### src/rtl/uart_dbg_pkg.sv
// uart_dbg_pkg: shared states, protocol bytes and controller register map for the UART debug master
package uart_dbg_pkg;
  typedef enum logic [2:0] {IDLE_POLL, POP, ARG_POLL, MEM, TX_POLL, TX_PUSH} state_e;
  localparam logic [7:0] OP_WRITE = 8'h57;
  localparam logic [7:0] OP_READ = 8'h52;
  localparam logic [7:0] RSP_ACK = 8'h06;
  localparam logic [7:0] RSP_NAK = 8'h15;
  localparam logic [1:0] REG_BAUD = 2'd0;
  localparam logic [1:0] REG_STATUS = 2'd1;
  localparam logic [1:0] REG_RX = 2'd2;
  localparam logic [1:0] REG_TX = 2'd3;
  localparam int ST_RX_VALID = 0;
  localparam int ST_RX_BUSY = 1;
  localparam int ST_TX_BUSY = 2;
  localparam int ST_RX_NE = 3;
  localparam int ST_TX_FULL = 4;
endpackage

### src/rtl/uart_dbg_timeout.sv
// uart_dbg_timeout: loadable down-counter, expires after Load enabled cycles following a clear
module uart_dbg_timeout #(
  parameter int unsigned Load = 100
) (
  input  logic clk_i,
  input  logic rst_i,
  input  logic clr_i,
  input  logic en_i,
  output logic expire_o
);
  localparam int W = $clog2(Load + 1);
  logic [W-1:0] cnt_q;
  always_ff @(posedge clk_i or posedge rst_i) begin
    if (rst_i) cnt_q <= '0;
    else if (clr_i) cnt_q <= W'(Load - 1);
    else if (en_i && cnt_q != '0) cnt_q <= cnt_q - W'(1);
  end
  assign expire_o = en_i && cnt_q == '0;
endmodule

### src/rtl/uart_dbg_master.sv
// uart_dbg_master: polls the UART controller for debug commands and runs single-word memory reads/writes
module uart_dbg_master
  import uart_dbg_pkg::*;
#(
  parameter int BusDataWidth = 32,
  parameter int UartDataWidth = 8,
  parameter int unsigned ByteTimeout = 50_000_000
) (
  input  logic                    clk_i,
  input  logic                    rst_i,
  input  logic                    en_i,
  output logic                    ctrl_wr_en_o,
  output logic [BusDataWidth-1:0] ctrl_addr_o,
  output logic [BusDataWidth-1:0] ctrl_wdata_o,
  input  logic [BusDataWidth-1:0] ctrl_rdata_i,
  output logic                    mem_req_o,
  output logic                    mem_we_o,
  output logic [BusDataWidth-1:0] mem_addr_o,
  output logic [BusDataWidth-1:0] mem_wdata_o,
  input  logic [BusDataWidth-1:0] mem_rdata_i,
  input  logic                    mem_ready_i,
  output logic                    busy_o,
  output logic                    err_o
);
  if (BusDataWidth != 32 || UartDataWidth != 8) begin : g_bad_cfg
    $error("uart_dbg_master supports only BusDataWidth=32 and UartDataWidth=8");
  end
  localparam int B = UartDataWidth;
  state_e state_q, state_d;
  logic [B-1:0] rx_byte;
  logic [BusDataWidth-1:0] addr_q, wdata_q, rsp_q;
  logic [3:0] cnt_q;
  logic [1:0] tx_cnt_q, tx_last_q;
  logic is_wr_q, err_q, err_d, op_ok, last_arg, expire, pop, push;
  logic [1:0] reg_sel;
  logic unused_rdata;
  assign unused_rdata = ^ctrl_rdata_i[BusDataWidth-1:B];
  assign rx_byte = ctrl_rdata_i[B-1:0];
  assign op_ok = rx_byte == OP_WRITE || rx_byte == OP_READ;
  assign last_arg = cnt_q == (is_wr_q ? 4'd8 : 4'd4);
  assign pop = state_q == POP && en_i;
  assign push = state_q == TX_PUSH && en_i;
  uart_dbg_timeout #(.Load(ByteTimeout)) u_timeout (
    .clk_i    (clk_i),
    .rst_i    (rst_i),
    .clr_i    (state_q == POP),
    .en_i     (en_i && state_q == ARG_POLL),
    .expire_o (expire)
  );
  always_comb begin
    state_d = state_q;
    reg_sel = REG_STATUS;
    ctrl_wr_en_o = 1'b0;
    mem_req_o = 1'b0;
    err_d = 1'b0;
    case (state_q)
      IDLE_POLL: state_d = ctrl_rdata_i[ST_RX_NE] ? POP : IDLE_POLL;
      POP: begin
        reg_sel = REG_RX;
        state_d = cnt_q == 4'd0 ? (op_ok ? ARG_POLL : TX_POLL) : (last_arg ? MEM : ARG_POLL);
        err_d = cnt_q == 4'd0 && !op_ok;
      end
      ARG_POLL: begin
        state_d = expire ? IDLE_POLL : (ctrl_rdata_i[ST_RX_NE] ? POP : ARG_POLL);
        err_d = expire;
      end
      MEM: begin
        mem_req_o = 1'b1;
        state_d = mem_ready_i ? (en_i ? TX_POLL : IDLE_POLL) : MEM;
      end
      TX_POLL: state_d = ctrl_rdata_i[ST_TX_FULL] ? TX_POLL : TX_PUSH;
      TX_PUSH: begin
        reg_sel = REG_TX;
        ctrl_wr_en_o = 1'b1;
        state_d = tx_cnt_q == tx_last_q ? IDLE_POLL : TX_POLL;
      end
      default: state_d = IDLE_POLL;
    endcase
    // Disabling parks the port at once, except an open memory handshake which must complete
    if (!en_i && state_q != MEM) begin
      state_d = IDLE_POLL;
      reg_sel = REG_STATUS;
      ctrl_wr_en_o = 1'b0;
      err_d = 1'b0;
    end
  end
  always_ff @(posedge clk_i or posedge rst_i) begin
    if (rst_i) begin
      state_q <= IDLE_POLL;
      err_q <= 1'b0;
      is_wr_q <= 1'b0;
      cnt_q <= '0;
      tx_cnt_q <= '0;
      tx_last_q <= '0;
      addr_q <= '0;
      wdata_q <= '0;
      rsp_q <= '0;
    end else begin
      state_q <= state_d;
      err_q <= err_d;
      if (pop) begin
        cnt_q <= cnt_q + 4'd1;
        if (cnt_q == 4'd0) begin
          is_wr_q <= rx_byte == OP_WRITE;
          tx_last_q <= rx_byte == OP_READ ? 2'd3 : 2'd0;
          rsp_q <= BusDataWidth'(RSP_NAK);
        end else if (cnt_q <= 4'd4) addr_q <= {rx_byte, addr_q[BusDataWidth-1:B]};
        else wdata_q <= {rx_byte, wdata_q[BusDataWidth-1:B]};
      end
      if (state_q == MEM && mem_ready_i) rsp_q <= is_wr_q ? BusDataWidth'(RSP_ACK) : mem_rdata_i;
      if (push) begin
        rsp_q <= rsp_q >> B;
        tx_cnt_q <= tx_cnt_q + 2'd1;
      end
      if (state_d == IDLE_POLL) begin
        cnt_q <= '0;
        tx_cnt_q <= '0;
      end
    end
  end
  assign ctrl_addr_o = {{(BusDataWidth-2){1'b0}}, reg_sel};
  assign ctrl_wdata_o = {{(BusDataWidth-B){1'b0}}, rsp_q[B-1:0]};
  assign mem_we_o = is_wr_q;
  assign mem_addr_o = addr_q;
  assign mem_wdata_o = wdata_q;
  assign busy_o = state_q != IDLE_POLL;
  assign err_o = err_q;
endmodule

### config.mk
export PLATFORM = sky130hd
export DESIGN_NAME = uart_dbg_master
export DESIGN_NICKNAME = d
export VERILOG_FILES = /design/src/rtl/uart_dbg_pkg.sv /design/src/rtl/uart_dbg_timeout.sv /design/src/rtl/uart_dbg_master.sv
export SDC_FILE = /design/constraint.sdc
export NUM_CORES = 1
export LEC_CHECK = 0
export BUFFER_PORTS_ARGS = -buffer_cell sky130_fd_sc_hd__buf_2
export CAP_MARGIN = 20
export CORE_MARGIN = 2
export CORE_UTILIZATION = 35
export DETAILED_ROUTE_END_ITERATION = 12
export GPL_TIMING_DRIVEN = 0
export PLACE_DENSITY = 0.68
export SLEW_MARGIN = 20
export SYNTH_ARGS = -nofsm -noshare
export SYNTH_HDL_FRONTEND = slang
export SYNTH_SLANG_ARGS = --single-unit
### constraint.sdc
create_clock -name clk_i -period 6.4 [get_ports clk_i]
set_input_delay 1.28 -clock clk_i [delete_from_list [all_inputs] [get_ports clk_i]]
set_output_delay 1.28 -clock clk_i [all_outputs]
set_load 0.02 [all_outputs]
# After elaboration in Yosys (flattened, before gate mapping)
# Cells that the tools add are included.
# Widths: inputs -> output; s select.
[word_totals]
reg_bits = 135
[op_classes]
add_sub_neg = 3
order_cmp = 1
eq_ne = 10
muxes = 32
n_bitwise = 2
reduce_logical = 26
[op_table]
columns = ["cell", "n"]
rows = [
  ["$mux 32", 5],
  ["$mux 26", 2],
  ["$logic_not 26->1", 1],
  ["$reduce_bool 26->1", 1],
  ["$sub 26x1->26 const B", 1],
  ["$mux 3", 6],
  ["$pmux 3 s6", 1],
  ["$eq 8x7->1 const B", 2],
  ["$mux 2", 6],
  ["$mux 4", 3],
  ["$reduce_bool 3->1", 3],
  ["$logic_and 1x1->1", 8],
  ["$mux 1", 7],
  ["$eq 3x2->1 const B", 2],
  ["$eq 3x3->1 const B", 2],
  ["$logic_not 3->1", 2],
  ["$reduce_and 3->1", 2],
  ["$reduce_bool 2->1", 3],
  ["$add 4x1->4 const B", 1],
  ["$eq 4x4->1", 1],
  ["$le 4x3->1 const B", 1],
  ["$logic_not 4->1", 1],
  ["$pmux 2 s2", 1],
  ["$reduce_and 2->1", 2],
  ["other kinds (8)", 10],
]

# Depth between registers and ports, before layout
# Gate-level depths: netlist of the first run.
[depth]
word_depth = 8
depth_mapped = 8
ltp_nobuf = 7

# Modules after synthesis
# A second synthesis of the first run with hierarchy kept.
[hier_totals]
hier_cells = 547
area_unflattened_um2 = 6503.7
[by_module_without_submodules]
columns = ["mod", "n_inst", "cells_each", "area_each_um2", "seq_area_each_um2"]
rows = [
  ["uart_dbg_master", 1, 399, 5032.3, 2702.6],
  ["uart_dbg_timeout", 1, 148, 1471.4, 650.6],
]

# Least setup slack after synthesis of the first run
# OpenSTA, ideal clock, no wires.
[synth_path]
path_kind = "in2out"
from = "in en_i"
to = "out ctrl_wr_en_o"
t_arrival_ns = 2.241
path_slack_ns = 2.879
stages = 5
path_cell_list = "nand3b_1 -> inv_1 -> nand2_1 -> inv_1 -> clkbuf_1"
[synth_via]
elab_chain_cells = 3
[synth_rtl]
columns = ["item", "line_no", "rtl"]
rows = [
  ["start, declared", "uart_dbg_master.sv:11", "input logic en_i,"],
  ["$logic_not 1->1", "uart_dbg_master.sv:80", "if (!en_i && state_q != MEM) begin"],
  ["$logic_and 1x1->1", "uart_dbg_master.sv:80", ""],
  ["$mux 1", "uart_dbg_master.sv:80", ""],
  ["end, declared", "uart_dbg_master.sv:12", "output logic ctrl_wr_en_o,"],
]
# Every way passes these cells.

# Final worst setup path of the first run
# Ends and elaborated chain as after synthesis.

==> results of run 1 <==
==> cells by family (layout without fill, tap and decap cells) <==
logic type	count (synthesis)	in the layout
and+or+nand+nor	107	107
muxes	65	65
adders and majority gates	4	4
DFF	134	134
xor gates and xnor gates	16	16
other	1	55
AOI/OAI and AO/OA	89	89
buffers and inverters	119	274
==> layer usage <==
metal	GRT usage [%]	vias up	share of wire, %
li1	-	2233	-
met1	20.25	2203	44
met2	23.61	149	48
met3	4.849	14	7.0
met4	4.404	0	1.2
met5	0	-	0
==> Yosys cell counts, types with 4 or more instances <==
cell	number	area (um^2)
sky130_fd_sc_hd__dfrtp_1	134	3353
sky130_fd_sc_hd__mux2_2	63	709.4
sky130_fd_sc_hd__buf_4	62	465.5
sky130_fd_sc_hd__inv_1	32	120.1
sky130_fd_sc_hd__a222oi_1	20	200.2
sky130_fd_sc_hd__clkbuf_1	20	75.07
sky130_fd_sc_hd__nand2_1	18	67.56
sky130_fd_sc_hd__a21oi_1	17	85.08
sky130_fd_sc_hd__nor2_1	14	52.55
sky130_fd_sc_hd__xor2_1	12	105.1
sky130_fd_sc_hd__or3_1	11	68.82
sky130_fd_sc_hd__o21ai_0	10	50.05
sky130_fd_sc_hd__or4_1	10	75.07
sky130_fd_sc_hd__nand3_1	9	45.04
sky130_fd_sc_hd__a22o_1	8	70.07
sky130_fd_sc_hd__nor2b_1	8	50.05
sky130_fd_sc_hd__o31ai_1	6	45.04
sky130_fd_sc_hd__nand4_1	5	31.28
sky130_fd_sc_hd__o211ai_1	5	37.54
sky130_fd_sc_hd__ha_1	4	50.05
sky130_fd_sc_hd__nor3_1	4	20.02
sky130_fd_sc_hd__o2111ai_1	4	35.03
sky130_fd_sc_hd__xnor2_1	4	35.03
==> state kept, by name, summed over array words and instances, names as in the netlist <==
name / cells
cnt_q: 4
err_o: 1
mem_addr_o: 32
mem_wdata_o: 32
mem_we_o: 1
rsp_q: 32
state_q: 3
tx_cnt_q: 2
tx_last_q: 1
u_timeout.cnt_q: 26
==> final timing paths <==
kind	depth (start not counted)	slack, ns	endpoint
worst min register to register	1	0.50	mem_addr_o[7]$_DFFE_PP0P_
max in group asynchronous	3	4.80	rsp_q[28]$_DFFE_PP0P_
worst max register to register	7	3.61	mem_addr_o[6]$_DFFE_PP0P_
min in group asynchronous	2	0.89	err_o$_DFF_PP0_
worst max-delay path	7	2.40	ctrl_wr_en_o
worst min-delay path	1	0.50	mem_addr_o[7]$_DFFE_PP0P_
==> power groups by stage <==
stage                     Combinational, W  Sequential (W)  Clock [W]
final                             0.000180        0.000872    0.00108
after global routing              0.000196        0.000874    0.00114
after CTS                         0.000181        0.000872    0.00110
after detailed placement          0.000181        0.000886          0
after global placement            0.000178        0.000886          0
after floorplan                   0.000119        0.000894          0
==> stage by stage <==
stage	hold slack (ns)	setup slack, ns	total power (W)	area, um^2	std cells
final	0.4975	2.401	0.002129	8108	973
after floorplan	0.4584	1.537	0.001012	6518	588
after global placement	0.4844	-0.1329	0.001064	7415	939
after detailed placement	0.4902	2.412	0.001067	7450	940
after CTS	0.5030	2.398	0.002156	8105	972
after global routing	0.5137	2.252	0.002210	8105	972
==> final cells by class <==
class	count	area, um^2
fill	1672	9733
clock buffer	20	456.7
tap	229	286.5
clock inverter	12	198.9
timing repair buffer	123	638.1
antenna	1	2.502
multi-input combinational	335	2474
inverter	32	127.6
buffer	87	570.5
sequential	134	3353
==> results.md, run 1 <==
- Status: completed
- Post CTS Setup Buffer Count: 0
- Num ports: 201
- Count of standard-cell rows: 49
- Share of cell area taken by muxes after synthesis: 11.56%
- Number of nets in the layout: 802
- Number of distinct library cells after synthesis: approximately 60
- Most used flip-flop cell after synthesis: sky130_fd_sc_hd__dfrtp_1
- Clock-pin slew on the worst setup and hold paths: 0.05 ns
- Ys async rst share: 100.0%
- Origin of the worst setup path: en_i
- Effective utilization at floorplan: between 30% and 40%
- Pin count of the biggest net entering global routing: between 70 and 80
- Number of hold-slack violations in the final timing report: 0
- Routability cong.: 0.8107
- Die height: ~140 um
- Worst Setup End Kind: primary output
- Leakage power: 4.267 nW
- Area fraction in and, or, nand and nor cells after synthesis: 10.28%
- Post-synthesis cell count: 535
- Worst-Margin Slew: 0.7145 ns
- CTS tree: done
- Worst min-delay path startpoint: mem_addr_o[7]$_DFFE_PP0P_
- Number of max-slew violations in the final report: 0
- Crit-path slowest cell: sky130_fd_sc_hd__clkbuf_1
- Sw Share: 22.90%
- Post-route fraction of the period consumed by the critical path: 62.48%
- Arrival time worst endpoint: 2.72 ns
- Layout overhead on the synthesized area: 28.32%
- Library cell used as clock root buffer: sky130_fd_sc_hd__clkbuf_16
- Slew margin rel.: a little over half
- Clock Tree Buf Depth: 2
- Final setup TNS: 0 ns
- Cell breakdown of the critical path: buf_2, nand3b_1, inv_1, nand2_1, inv_1, clkbuf_1, buf_2
- Router iterations before antenna repair: 6
- Max-cap viol count: 0
- Count of vias placed by the detailed router: about 4600
- Number of buffers and inverters on the critical path: 5
- Quantity of hold-fixing buffers added after cts: 0
- Remaining antenna violation count after routing: 0
- Commonest non-fill, non-tap cells in the layout: sky130_fd_sc_hd__dfrtp_1 (134), sky130_fd_sc_hd__buf_2 (125), sky130_fd_sc_hd__mux2_2 (63)
- Later-pin clock latency in the skew report: 0.41 ns
- Placeable core area: 0.01784 mm^2
- Fraction of final layout cells sized beyond drive strength 1: 39.43%
- Deepest level of the CTS H-tree: 4
- Switch Pwr: 0.0004874 W
- Largest fanout on the critical path: 10
- YS warnings: 0
- EDFF count, synth: 0
- Floorplan die area: 0.01914 mm^2
- Chip width: ~140 um
- Post-synthesis sequential area ratio: between 50% and 60%
- Wire per inst: about 15 um
- Adder-cell share of the synthesized area: less than 1%
- Number of remaining DRC errors: 0
- Hold crit path type: reg -> reg
- Internal power component: 0.001641 W
- Setup CP Type: in -> out
- Post-Synthesis Mean Instance Area: 11.81 um^2
- Antenna violations before repair: 1
- Largest voltage drop on the vdd net: 187.3 uV
- Average vias per placed instance: between 4 and 5
- Final WL: 14190 um
- Grt ovf: 0
- HPWL after DPL: just over 10000 um
- Resized Gates After CTS: 0
- Power density cells: 262.5 mW/mm^2
- Combined area of all synthesized cells: approximately 0.0063 mm^2
- Fmax: 0.2501 GHz
- Number of buffers created by CTS: 17
- Startpoint type of the worst setup path: input port
- Critical path data required time: around 5 ns
- Combinational family with the most area after synthesis: multiplexers
- Most common cell after layout, fill and taps aside: sky130_fd_sc_hd__dfrtp_1
- Fraction of power consumed by sequential logic: roughly two fifths
- Total track usage: approximately 15%
- Largest delay share family, worst path: buffers and inverters
- Compound-gate portion of the synthesized area: 11.09%
- Setup skew after layout: between 0.007 and 0.008 ns
- Endpoints failing setup: 0
- Fraction of synthesized cell area in xor and xnor cells: 2.218%
- Proportion of power drawn by the clock network: 50.6%
- Vias in the first global route: 4407
- Reg-to-Reg Start: state_q[1]$_DFF_PP0_
- Wire length of the first global-routing pass: roughly 23000 um
- Buffers added on ports: between 100 and 150
- Post-route minimum period: 3.999 ns
- RSZ-0062 raised after global routing: no
- Initial drt markers: 335
- Longest individual stage delay on the worst path: 0.44 ns
- Flip-flop and latch count after synthesis: 134
- Clock tree sinks: approximately 130
- Relative contribution of combinational cells to total power: 8.4%
- Layout Utilization: between 40% and 50%
Note: power is estimated with default switching activity, not from simulation.
==> inputs of run 2 (changes only) <==
Settings changed: ABC_AREA from default to 1, PLACE_DENSITY 0.68 to 0.7.
Clock period 6.4 ns to 3.25 ns, I/O delays scaled along.
==> run 2 against run 1 <==
Via count is 11% higher. Design area increased by 1.8%. Combinational power rose to 3.3 times the previous value. First-iteration DRC count decreased by 23%. Clock-buffer cell count down 2. Synthesized cell count increased by 25%. Largest power group unchanged. Highest routed layer unchanged.
==> results.md, run 2 <==
- Status: completed
- Fraction of synthesized cell area taken by the top area cell type: 51.82%
- Post CTS Setup Buffer Count: 0
- Count of antenna diodes in the layout: 0
- Synth top cells by count: sky130_fd_sc_hd__dfrtp_1 (134), sky130_fd_sc_hd__nand2_1 (121), sky130_fd_sc_hd__buf_4 (62)
- Critical path data required time: between 2 and 3 ns
- Vias in the first global route: 4924
- Layout overhead on the synthesized area: 27.49%
- Fraction of power consumed by sequential logic: 42.3%
- Chip width: 140.0 um
- Deepest level of the CTS H-tree: 4
- Post-synthesis sequential area ratio: 51.82%
- Router iterations before antenna repair: 4
- Later-pin clock latency in the skew report: between 0.4 and 0.5 ns
- Startpoint type of the worst setup path: flop
- Hold crit path type: in -> async
- Leakage power: 4.507 nW
- Placed standard-cell area: 0.007659 mm^2
- Flip-flop and latch count after synthesis: 134
- Fillers: 1695
- Internal power component: 0.003093 W
- EDFF count, synth: 0
- Number of nets in the layout: 939
- Worst-Margin Slew: 0.5236 ns
- Switch Pwr: 0.001242 W
- Number of distinct library cells after synthesis: 36
- Power density cells: about 530 mW/mm^2
- Cell depth of the worst flop-to-flop path: 10
- Arrival time worst endpoint: approximately 2 ns
- Average vias per placed instance: 4.615
- Antenna violations before repair: 1
- Fraction of final layout cells sized beyond drive strength 1: 33.86%
- Library cell used as clock root buffer: sky130_fd_sc_hd__clkbuf_16
- Buffers added on ports: 122
- Cell type with the largest total area after synthesis: sky130_fd_sc_hd__dfrtp_1
- Clock Tree Buf Depth: 2
- Floorplan die area: 0.01959 mm^2
- Placeable core area: 0.01802 mm^2
- Routability cong.: 0.8928
- Clock-pin slew on the worst setup and hold paths: about 0.06 ns
- Combined area of all synthesized cells: 0.006471 mm^2
- Final setup TNS: 0 ns
- Setup CP Type: reg -> out
- Cell breakdown of the critical path: nor2_2, nand2_1, nor2_2, clkbuf_1, buf_2
- Quantity of hold-fixing buffers added after cts: 0
- Most common cell after layout, fill and taps aside: sky130_fd_sc_hd__dfrtp_1
- Number of buffers and inverters on the critical path: 2
- Longest individual stage delay on the worst path: roughly 0.41 ns
- Grt ovf: 0
- Fmax: 0.3774 GHz
- Post-synthesis cell count: 669
- HPWL after DPL: 11380 um
- YS warnings: 0
- Remaining antenna violation count after routing: 0
- Number of buffers created by CTS: 17
- Setup skew after layout: 0.007315 ns
- Dominant cell by count in the synthesized netlist: sky130_fd_sc_hd__dfrtp_1
- Resized Gates After CTS: 0
- Largest fanout on the critical path: 10
- Number of cells on the critical path: 5
- Worst Setup End Kind: primary output
- CTS tree: done
- Number of remaining DRC errors: 0
- Largest voltage drop on the vdd net: 369.4 uV
- Max-cap viol count: 0
- Number of hold-slack violations in the final timing report: 0
- Ys async rst share: 100.0%
- Post-Synthesis Mean Instance Area: 9.673 um^2
- Initial drt markers: 259
- Relative contribution of combinational cells to total power: between 10 and 15%
- Largest delay share family, worst path: buffers and inverters
- Sw Share: approximately 29%
- Number of max-slew violations in the final report: 0
- Most used flip-flop cell after synthesis: sky130_fd_sc_hd__dfrtp_1
- Commonest non-fill, non-tap cells in the layout: sky130_fd_sc_hd__dfrtp_1 (134), sky130_fd_sc_hd__buf_2 (132), sky130_fd_sc_hd__nand2_1 (121)
- Cell seen most often among critical-path stages: sky130_fd_sc_hd__nor2_2
- Worst slack on hold paths: 0.2521 ns
- Effective utilization at floorplan: between 30% and 40%
- Endpoints failing setup: 0
- Summed area of non-filler cells in the final layout: roughly 0.0083 mm^2
- Die height: around 140 um
- Total track usage: approximately 16%
- RSZ-0062 raised after global routing: no
- Crit-path slowest cell: sky130_fd_sc_hd__dfrtp_1
- Count of vias placed by the detailed router: 5118
- Proportion of power drawn by the clock network: 44.1%
- Slew margin rel.: between 60% and 70%
- Clock tree sinks: between 100 and 150
- Wire per inst: 13.75 um
- Wire length of the first global-routing pass: 24760 um
- Post-route minimum period: 2.650 ns
- Num ports: 201
- Count of standard-cell rows: 49
- Top area cells in the synthesized netlist: sky130_fd_sc_hd__dfrtp_1 (52%), sky130_fd_sc_hd__mux2_2 (8.0%), sky130_fd_sc_hd__buf_4 (7.2%), sky130_fd_sc_hd__nand2_1 (7.0%), sky130_fd_sc_hd__o21ai_0 (3.8%)
- Final WL: roughly 15000 um
- Pin count of the biggest net entering global routing: 36
- Post-route fraction of the period consumed by the critical path: 81.53%
## run 2: changes by cell type after synthesis, sizes merged, moves of 19 or more
cell,before,now
inv,32,51
nand3,9,28
o21ai,12,50
nor2,14,56
a222oi,20,0
nand2,18,126
## run 2: worst register-to-register path: stages (launching register included)
cell and delay, ns:
sky130_fd_sc_hd__dfrtp_1 0.41, sky130_fd_sc_hd__inv_1 0.09, sky130_fd_sc_hd__ha_1 0.20, sky130_fd_sc_hd__inv_1 0.07
sky130_fd_sc_hd__nor2_1 0.27, sky130_fd_sc_hd__nand4_1 0.19, sky130_fd_sc_hd__nor3_1 0.32, sky130_fd_sc_hd__nand2_1 0.12
sky130_fd_sc_hd__nand2_1 0.07, sky130_fd_sc_hd__nand2_1 0.04, sky130_fd_sc_hd__nor2_1 0.08
## run 2: cell families after synthesis
logic type | count (synthesis) | synth area share [%]
and+or+nand+nor | 236 | 15.91
DFF | 134 | 51.82
buffers and inverters | 134 | 12.14
AOI/OAI and AO/OA | 99 | 9.184
muxes | 48 | 8.353
xor gates and xnor gates | 13 | 1.759
adders and majority gates | 4 | 0.7734
other | 1 | 0.05795
## run 2: layout make-up
cell class              count  area (um^2)  area share [%]
multi-input cells         454         2531           30.68
plain buffers              83        594.3           7.204
inverters                  51        195.2           2.366
clock inverters            14        152.6           1.850
well taps                 229        286.5           3.473
clock buffers              18        439.2           5.323
flip-flops and latches    134         3353           40.64
repair buffers            126        698.2           8.462
## run 2: worst paths after layout
check	from	end	slack (ns)
min reg2reg	rsp_q[12]$_DFFE_PP0P_	rsp_q[12]$_DFFE_PP0P_	0.48
max reg2reg	u_timeout.cnt_q[0]$_DFFE_PP0P_	u_timeout.cnt_q[18]$_DFFE_PP0P_	1.33
max	state_q[1]$_DFF_PP0_	ctrl_wr_en_o	0.60
min in group clk_i	mem_rdata_i[19]	rsp_q[19]$_DFFE_PP0P_	0.44
max in group asynchronous	rst_i	mem_wdata_o[24]$_DFFE_PP0P_	2.04
min	rst_i	mem_addr_o[3]$_DFFE_PP0P_	0.25
## run 2: routing by layer
metal  routed length [um]  up-vias  global-route usage, %
met1                 6541     2408                  20.04
li1                     -     2513                      -
met3                  903       25                  3.419
met4                  366        0                  8.105
met5                    0        -                      0
met2                 7441      172                  25.62
## run 2: metrics by stage
| stage | util [%] | total power [W] | std cells | worst slack, ns |
|---|---|---|---|---|
| floorplan | - | 0.002264 | 722 | 0.9348 |
| global placement | 42.00 | 0.002425 | 1073 | 0.07526 |
| detailed placement | 42.49 | 0.002450 | 1077 | 0.6977 |
| CTS | 45.77 | 0.004385 | 1109 | 0.5758 |
| global route | 45.77 | 0.004526 | 1109 | 0.4243 |
| finish | 45.77 | 0.004335 | 1109 | 0.6004 |
## run 2: power by group through the flow
stage	clock (W)	sequential (W)	combinational [W]
2_1_floorplan	0	0.00187	0.000389
6_report	0.00191	0.00183	0.000587
3_3_place_gp	0	0.00186	0.000563
4_1_cts	0.00196	0.00183	0.000592
3_5_place_dp	0	0.00186	0.000590
5_1_grt	0.00204	0.00184	0.000644
